**config.mk**
```make
export PLATFORM = sky130hd
export DESIGN_NAME = fifo_wr_arbiter_flat
export DESIGN_NICKNAME = d
export VERILOG_FILES = /design/src/rtl/fifo_wr_arbiter_if.sv /design/src/rtl/fifo_wr_arbiter.sv /design/src/flat_wrapper.sv
export SDC_FILE = /design/constraint.sdc
export NUM_CORES = 1
export LEC_CHECK = 0
export CAP_MARGIN = 20
export CORE_MARGIN = 2
export CORE_UTILIZATION = 25
export CTS_CLUSTER_DIAMETER = 80
export DETAILED_ROUTE_END_ITERATION = 16
export SETUP_SLACK_MARGIN = 0.05
export SLEW_MARGIN = 20
export SYNTH_ARGS = -nofsm -noshare
export SYNTH_HDL_FRONTEND = slang
export SYNTH_SLANG_ARGS = --single-unit
```
**constraint.sdc**
```tcl
create_clock -name clk -period 2 [get_ports clk]
set_input_delay 0.4 -clock clk [delete_from_list [all_inputs] [get_ports clk]]
set_output_delay 0.4 -clock clk [all_outputs]
set_load 0.02 [all_outputs]
```
**src/rtl/fifo_wr_arbiter_if.sv**
```systemverilog
// Write-port bundle shared by the requesters, the FIFO write side and the
// round-robin arbiter. The arbiter uses the slave view; the requesters and
// FIFO (or a bench standing in for them) use the master view.
interface fifo_wr_arbiter_if #(
   parameter int NREQ = 4,
   parameter int DW   = 8
);
   localparam int IDW = (NREQ > 1) ? $clog2(NREQ) : 1;

   logic [NREQ-1:0]    req;
   logic [NREQ*DW-1:0] req_data;
   logic [NREQ-1:0]    req_last;
   logic               wfull;
   logic               winc;
   logic [DW-1:0]      wdata;
   logic [NREQ-1:0]    ack;
   logic               grant_valid;
   logic [IDW-1:0]     grant_id;
   logic [7:0]         beat_cnt;

   modport slave (
      input  req, req_data, req_last, wfull,
      output winc, wdata, ack, grant_valid, grant_id, beat_cnt
   );

   modport master (
      output req, req_data, req_last, wfull,
      input  winc, wdata, ack, grant_valid, grant_id, beat_cnt
   );
endinterface

```
**src/rtl/fifo_wr_arbiter.sv**
```systemverilog
// Round-robin write-port arbiter sitting in front of the async FIFO write
// pointer. A winner keeps the port for up to MAX_BURST beats or until its
// last beat; every write is gated by the FIFO full flag so the FIFO can
// never be overrun. One idle cycle separates consecutive grants.
module fifo_wr_arbiter #(
   parameter int NREQ      = 4,
   parameter int DW        = 8,
   parameter int MAX_BURST = 4
) (
   input logic              clk,
   input logic              rst,
   fifo_wr_arbiter_if.slave arb
);

   localparam int IDW = (NREQ > 1) ? $clog2(NREQ) : 1;
   localparam int CW  = IDW + 1;

   localparam logic [0:0] IDLE  = 1'b0;
   localparam logic [0:0] GRANT = 1'b1;

   logic [0:0]     state_q, state_d;
   logic [IDW-1:0] lastPtr_q, lastPtr_d;
   logic [IDW-1:0] grantId_q, grantId_d;
   logic           grantValid_q, grantValid_d;
   logic [7:0]     beatCnt_q, beatCnt_d;

   logic [CW-1:0]   candIdx;
   logic            winnerFound;
   logic [IDW-1:0]  winnerId;
   logic            inGrant;
   logic            accept;
   logic            withdraw;
   logic            burstDone;
   logic            grantEnd;
   logic [NREQ-1:0] ackVec;

   // Search upward from the requester after the last winner, wrapping modulo
   // NREQ with a subtract so non-power-of-2 requester counts stay correct.
   always_comb begin
      candIdx     = '0;
      winnerFound = 1'b0;
      winnerId    = '0;
      for (int k = 1; k <= NREQ; k++) begin
         candIdx = CW'(lastPtr_q) + CW'(k);
         if (candIdx >= CW'(NREQ)) begin
            candIdx = candIdx - CW'(NREQ);
         end
         if (!winnerFound && arb.req[candIdx[IDW-1:0]]) begin
            winnerFound = 1'b1;
            winnerId    = candIdx[IDW-1:0];
         end
      end
   end

   // Beat handshake for the held grant; purely combinational so the FIFO
   // sees winc in the same cycle the requester sees its ack.
   always_comb begin
      inGrant   = (state_q == GRANT);
      accept    = inGrant && arb.req[grantId_q] && !arb.wfull;
      withdraw  = inGrant && !arb.req[grantId_q];
      burstDone = accept && (arb.req_last[grantId_q] ||
                             (beatCnt_q + 8'd1 == 8'(MAX_BURST)));
      grantEnd  = burstDone || withdraw;
      ackVec    = '0;
      for (int i = 0; i < NREQ; i++) begin
         ackVec[i] = accept && (grantId_q == IDW'(i));
      end
   end

   assign arb.winc        = accept;
   assign arb.wdata       = arb.req_data[int'(grantId_q)*DW +: DW];
   assign arb.ack         = ackVec;
   assign arb.grant_valid = grantValid_q;
   assign arb.grant_id    = grantId_q;
   assign arb.beat_cnt    = beatCnt_q;

   // Grant FSM: IDLE latches the round-robin winner, GRANT counts accepted
   // beats and hands the port back on last beat, burst limit or withdrawal.
   // A full FIFO simply stalls the grant without counting or timing out.
   always_comb begin
      state_d      = state_q;
      lastPtr_d    = lastPtr_q;
      grantId_d    = grantId_q;
      grantValid_d = grantValid_q;
      beatCnt_d    = beatCnt_q;
      case (state_q)
         IDLE: begin
            if (winnerFound) begin
               state_d      = GRANT;
               grantId_d    = winnerId;
               grantValid_d = 1'b1;
               beatCnt_d    = 8'd0;
            end
         end
         GRANT: begin
            if (grantEnd) begin
               state_d      = IDLE;
               grantValid_d = 1'b0;
               lastPtr_d    = grantId_q;
               beatCnt_d    = 8'd0;
            end else if (accept) begin
               beatCnt_d = beatCnt_q + 8'd1;
            end
         end
         default: begin
            state_d = IDLE;
         end
      endcase
   end

   // State registers; reset leaves requester 0 with top priority.
   always_ff @(posedge clk) begin
      if (rst) begin
         state_q      <= IDLE;
         lastPtr_q    <= IDW'(NREQ - 1);
         grantId_q    <= '0;
         grantValid_q <= 1'b0;
         beatCnt_q    <= 8'd0;
      end else begin
         state_q      <= state_d;
         lastPtr_q    <= lastPtr_d;
         grantId_q    <= grantId_d;
         grantValid_q <= grantValid_d;
         beatCnt_q    <= beatCnt_d;
      end
   end

endmodule

```
**src/flat_wrapper.sv**
```systemverilog
// flat-port wrapper written by rule: the top's interface ports become plain ports
module fifo_wr_arbiter_flat 
#(
   parameter int NREQ      = 4,
   parameter int DW        = 8,
   parameter int MAX_BURST = 4
)
  (clk, rst, arb_req, arb_req_data, arb_req_last, arb_wfull, arb_winc, arb_wdata, arb_ack, arb_grant_valid, arb_grant_id, arb_beat_cnt);
  fifo_wr_arbiter_if #(.NREQ(NREQ), .DW(DW)) arb_i ();
  input logic clk;
  input logic rst;
  input wire logic [$bits(arb_i.req)-1:0] arb_req;
  input wire logic [$bits(arb_i.req_data)-1:0] arb_req_data;
  input wire logic [$bits(arb_i.req_last)-1:0] arb_req_last;
  input wire logic [$bits(arb_i.wfull)-1:0] arb_wfull;
  output wire logic [$bits(arb_i.winc)-1:0] arb_winc;
  output wire logic [$bits(arb_i.wdata)-1:0] arb_wdata;
  output wire logic [$bits(arb_i.ack)-1:0] arb_ack;
  output wire logic [$bits(arb_i.grant_valid)-1:0] arb_grant_valid;
  output wire logic [$bits(arb_i.grant_id)-1:0] arb_grant_id;
  output wire logic [$bits(arb_i.beat_cnt)-1:0] arb_beat_cnt;
  assign arb_i.req = arb_req;
  assign arb_i.req_data = arb_req_data;
  assign arb_i.req_last = arb_req_last;
  assign arb_i.wfull = arb_wfull;
  assign arb_winc = arb_i.winc;
  assign arb_wdata = arb_i.wdata;
  assign arb_ack = arb_i.ack;
  assign arb_grant_valid = arb_i.grant_valid;
  assign arb_grant_id = arb_i.grant_id;
  assign arb_beat_cnt = arb_i.beat_cnt;
  fifo_wr_arbiter #(.NREQ(NREQ), .DW(DW), .MAX_BURST(MAX_BURST)) u_core (.clk(clk), .rst(rst), .arb(arb_i));
endmodule
```
==> results.txt <==
Final Core Density = 0.495
Worst-Skew Late Latency = 250 ps
MaxCap Viol Count = 0
largest net degree at the start of global routing = 16
Worst Slack Setup Final = -7.90 ps
DRC viols = 0
Layout fillers = 438
VDD IR max = 0.228 mV
pre-CTS WS = -632 ps
crit-path max FO = 3
DIE WIDTH = 70.6 um
outcome = finished with violations
critical path launch point type = flip-flop
synthesized net count = 174
Fmax = 498 MHz
post-synthesis cell type count = 40
Req. time, crit path = 1600 ps
vias = 1,335
I/O Buffers = 66
failing checks = negative setup slack
final instance area = 2140 sq um
Antenna Cells = 0
Crit Path Category = flip-flop to output port
Hold Crit Class = flip-flop to flip-flop
Overflow after GRT = 0
WL/cell = 13.4 um
core area = 4320 sq um
row count = 24
die height = 70.6 um
Hold Vio Cnt, Final = 0
Post-synth EDFFs = 0
clock period minus worst slack = 2010 ps
GR Util All Layers = 0.143
post-synthesis async set-or-reset flop share = 0
Num CTS Buffers = 3
RePlAce Congestion = 0.750
critical path endpoint category = output port
CTS tree = built
critical path arrival = 1610 ps
synthesized flop and latch total = 14
unrepaired setup endpoints after global routing = yes
Worst-Margin Slew = 456 ps
largest cells by area after synthesis = dfxtp_1 25%, mux4_2 16%, mux4_1 4.7%
vias per cell = 4.89
Post-Syn Area per Cell = 8.60 sq um
initial drt markers = 31
period utilization = 1.00
post-synth top area share = 0.253
Worst path max stage delay = 540 ps
Clk pin slew, worst setup/hold paths = 60 ps
Post-DP HPWL = 2790 um
Min Hold Slack = 468 ps
DR pass1 iterations = 4
Ys Warns = 0
Yosys top cell by area = dfxtp_1
vias in the first global route = 1,298
register area share after synthesis = 0.253
Final setup viols = 1
first-pass GRT wire length = 5940 um
# nets final = 267
Layout area overhead = 92.9%
Tot Pwr = 1.06 mW
Placed Area = 2010 sq um
Clock Skew = 8.40 ps
Mapped Cells = 129
CP cell instances = mux4_2 -> nand2_2 -> nor2_2 -> nand2_2 -> nor2_2 -> buf_2
Root Driver = clkbuf_8
CP max-delay cell = mux4_2
slew margin rel. = 0.695
leakage = 0.895 nW
CTS Sinks = 14
DIE AREA = 4990 sq um
Initial Util = 0.257
Ports = 67
post-synth design cell area = 1110 sq um
PD cells = 496 nW/um^2
top_reg_cell synth = dfxtp_1
Routed WL = 3650 um
share of layout cells above drive strength 1 = 0.339
htree depth = 1
Slew Viols, Final = 0
initial antenna violation count = 0
antenna-violating nets left = 0
maximum root-to-sink buffer count = 2
==> synth_stat cells, types with 3 or more instances <==
library cell	instances
a21oi_1	5
inv_1	11
clkbuf_1	4
dfxtp_1	14
nor4_1	3
nand2_1	14
nor2_1	14
a32oi_1	5
nand3_1	9
o21ai_0	4
mux4_2	8
==> what timing repair did <==
| item | in CTS | in global routing |
|---|---|---|
| endpoints found under the setup margin | 22 | 18 |
| gates cloned | 1 | 1 |
| hold buffers | 0 | 0 |
| buffers inserted | 2 | 0 |
| resized for setup | 70 | 12 |
| pin swaps | 3 | 2 |
==> flip-flops by register name, indices dropped and copies added, names as in the netlist <==
register / cells
u_core.inGrant: 1
u_core.lastPtr_q: 2
u_core.arb.grant_id: 2
u_core.arb.beat_cnt: 8
u_core.arb.grant_valid: 1
==> area by class of cell <==
class / instances / area, sq um / share of cell area
timing repair buffer: 96 / 903 / 0.422
multi-input combinational: 96 / 790 / 0.369
sequential: 14 / 287 / 0.134
tap: 52 / 65.1 / 0.0304
clock buffer: 4 / 55.1 / 0.0257
inverter: 11 / 41.3 / 0.0193
==> worst max-delay path, delay by kind of cell (launching register included) <==
| kind | cells | cell delay [ps] |
|---|---|---|
| buffers and inverters | 1 | 150 |
| and+or+nand+nor | 4 | 300 |
| DFF | 1 | 380 |
| muxes | 1 | 540 |
==> logic make-up (layout without fill, tap and decap cells) <==
family,after synthesis,after routing,synth area share
XOR/XNOR,3,3,0.0237
AND/OR/NAND/NOR,51,51,0.216
multiplexers,12,12,0.228
buffers and inverters,19,111,0.0767
flip-flops,14,14,0.253
AO/OA/AOI/OAI,28,28,0.180
adder cells (fa/ha/maj),2,2,0.0225
==> per-layer routing <==
metal / vias up / wire (um) / track usage
li1: 660 / - / -
met1: 624 / 1620 / 0.198
met2: 49 / 1730 / 0.240
met3: 2 / 269 / 0.0228
met4: 0 / 22 / 0.0273
met5: - / 0 / 0
==> report_power, final <==
group / switching [mW] / internal [mW]
clock network: 0.106 / 0.174
logic: 0.186 / 0.282
registers: 0.0189 / 0.296
total: 0.310 / 0.752
==> metrics by stage <==
stage               cells  TNS, ps
finish                273    -7.90
global route          273     -528
CTS                   272    -65.7
detailed placement    265    -8360
global placement      265    -8060
floorplan             129        0
==> layout by cell type, fill, tap and decap left out, drive strengths merged, types with 6 or more instances in the layout <==
cell / netlist / routed
inv: 11 / 11
mux4: 10 / 10
nor2: 14 / 14
clkdlybuf4s50: 0 / 48
nand3: 9 / 9
buf: 4 / 39
a21oi: 6 / 6
dfxtp: 14 / 14
nand2: 14 / 14
==> path summary, 6_finish.rpt <==
check                                                          from                                   to  slack [ps]  cells after the start
worst max-delay path            u_core.arb.grant_id[0]$_SDFFE_PP0P_                           arb_ack[3]          -8                      6
worst min-delay path            u_core.arb.grant_valid$_SDFFE_PP0P_  u_core.arb.grant_valid$_SDFFE_PP0P_         470                      2
worst max register to register  u_core.arb.grant_id[0]$_SDFFE_PP0P_  u_core.arb.beat_cnt[0]$_SDFFE_PP0P_           0                      7
worst min register to register  u_core.arb.grant_valid$_SDFFE_PP0P_  u_core.arb.grant_valid$_SDFFE_PP0P_         470                      2
Power figures use the tool's default switching activity.
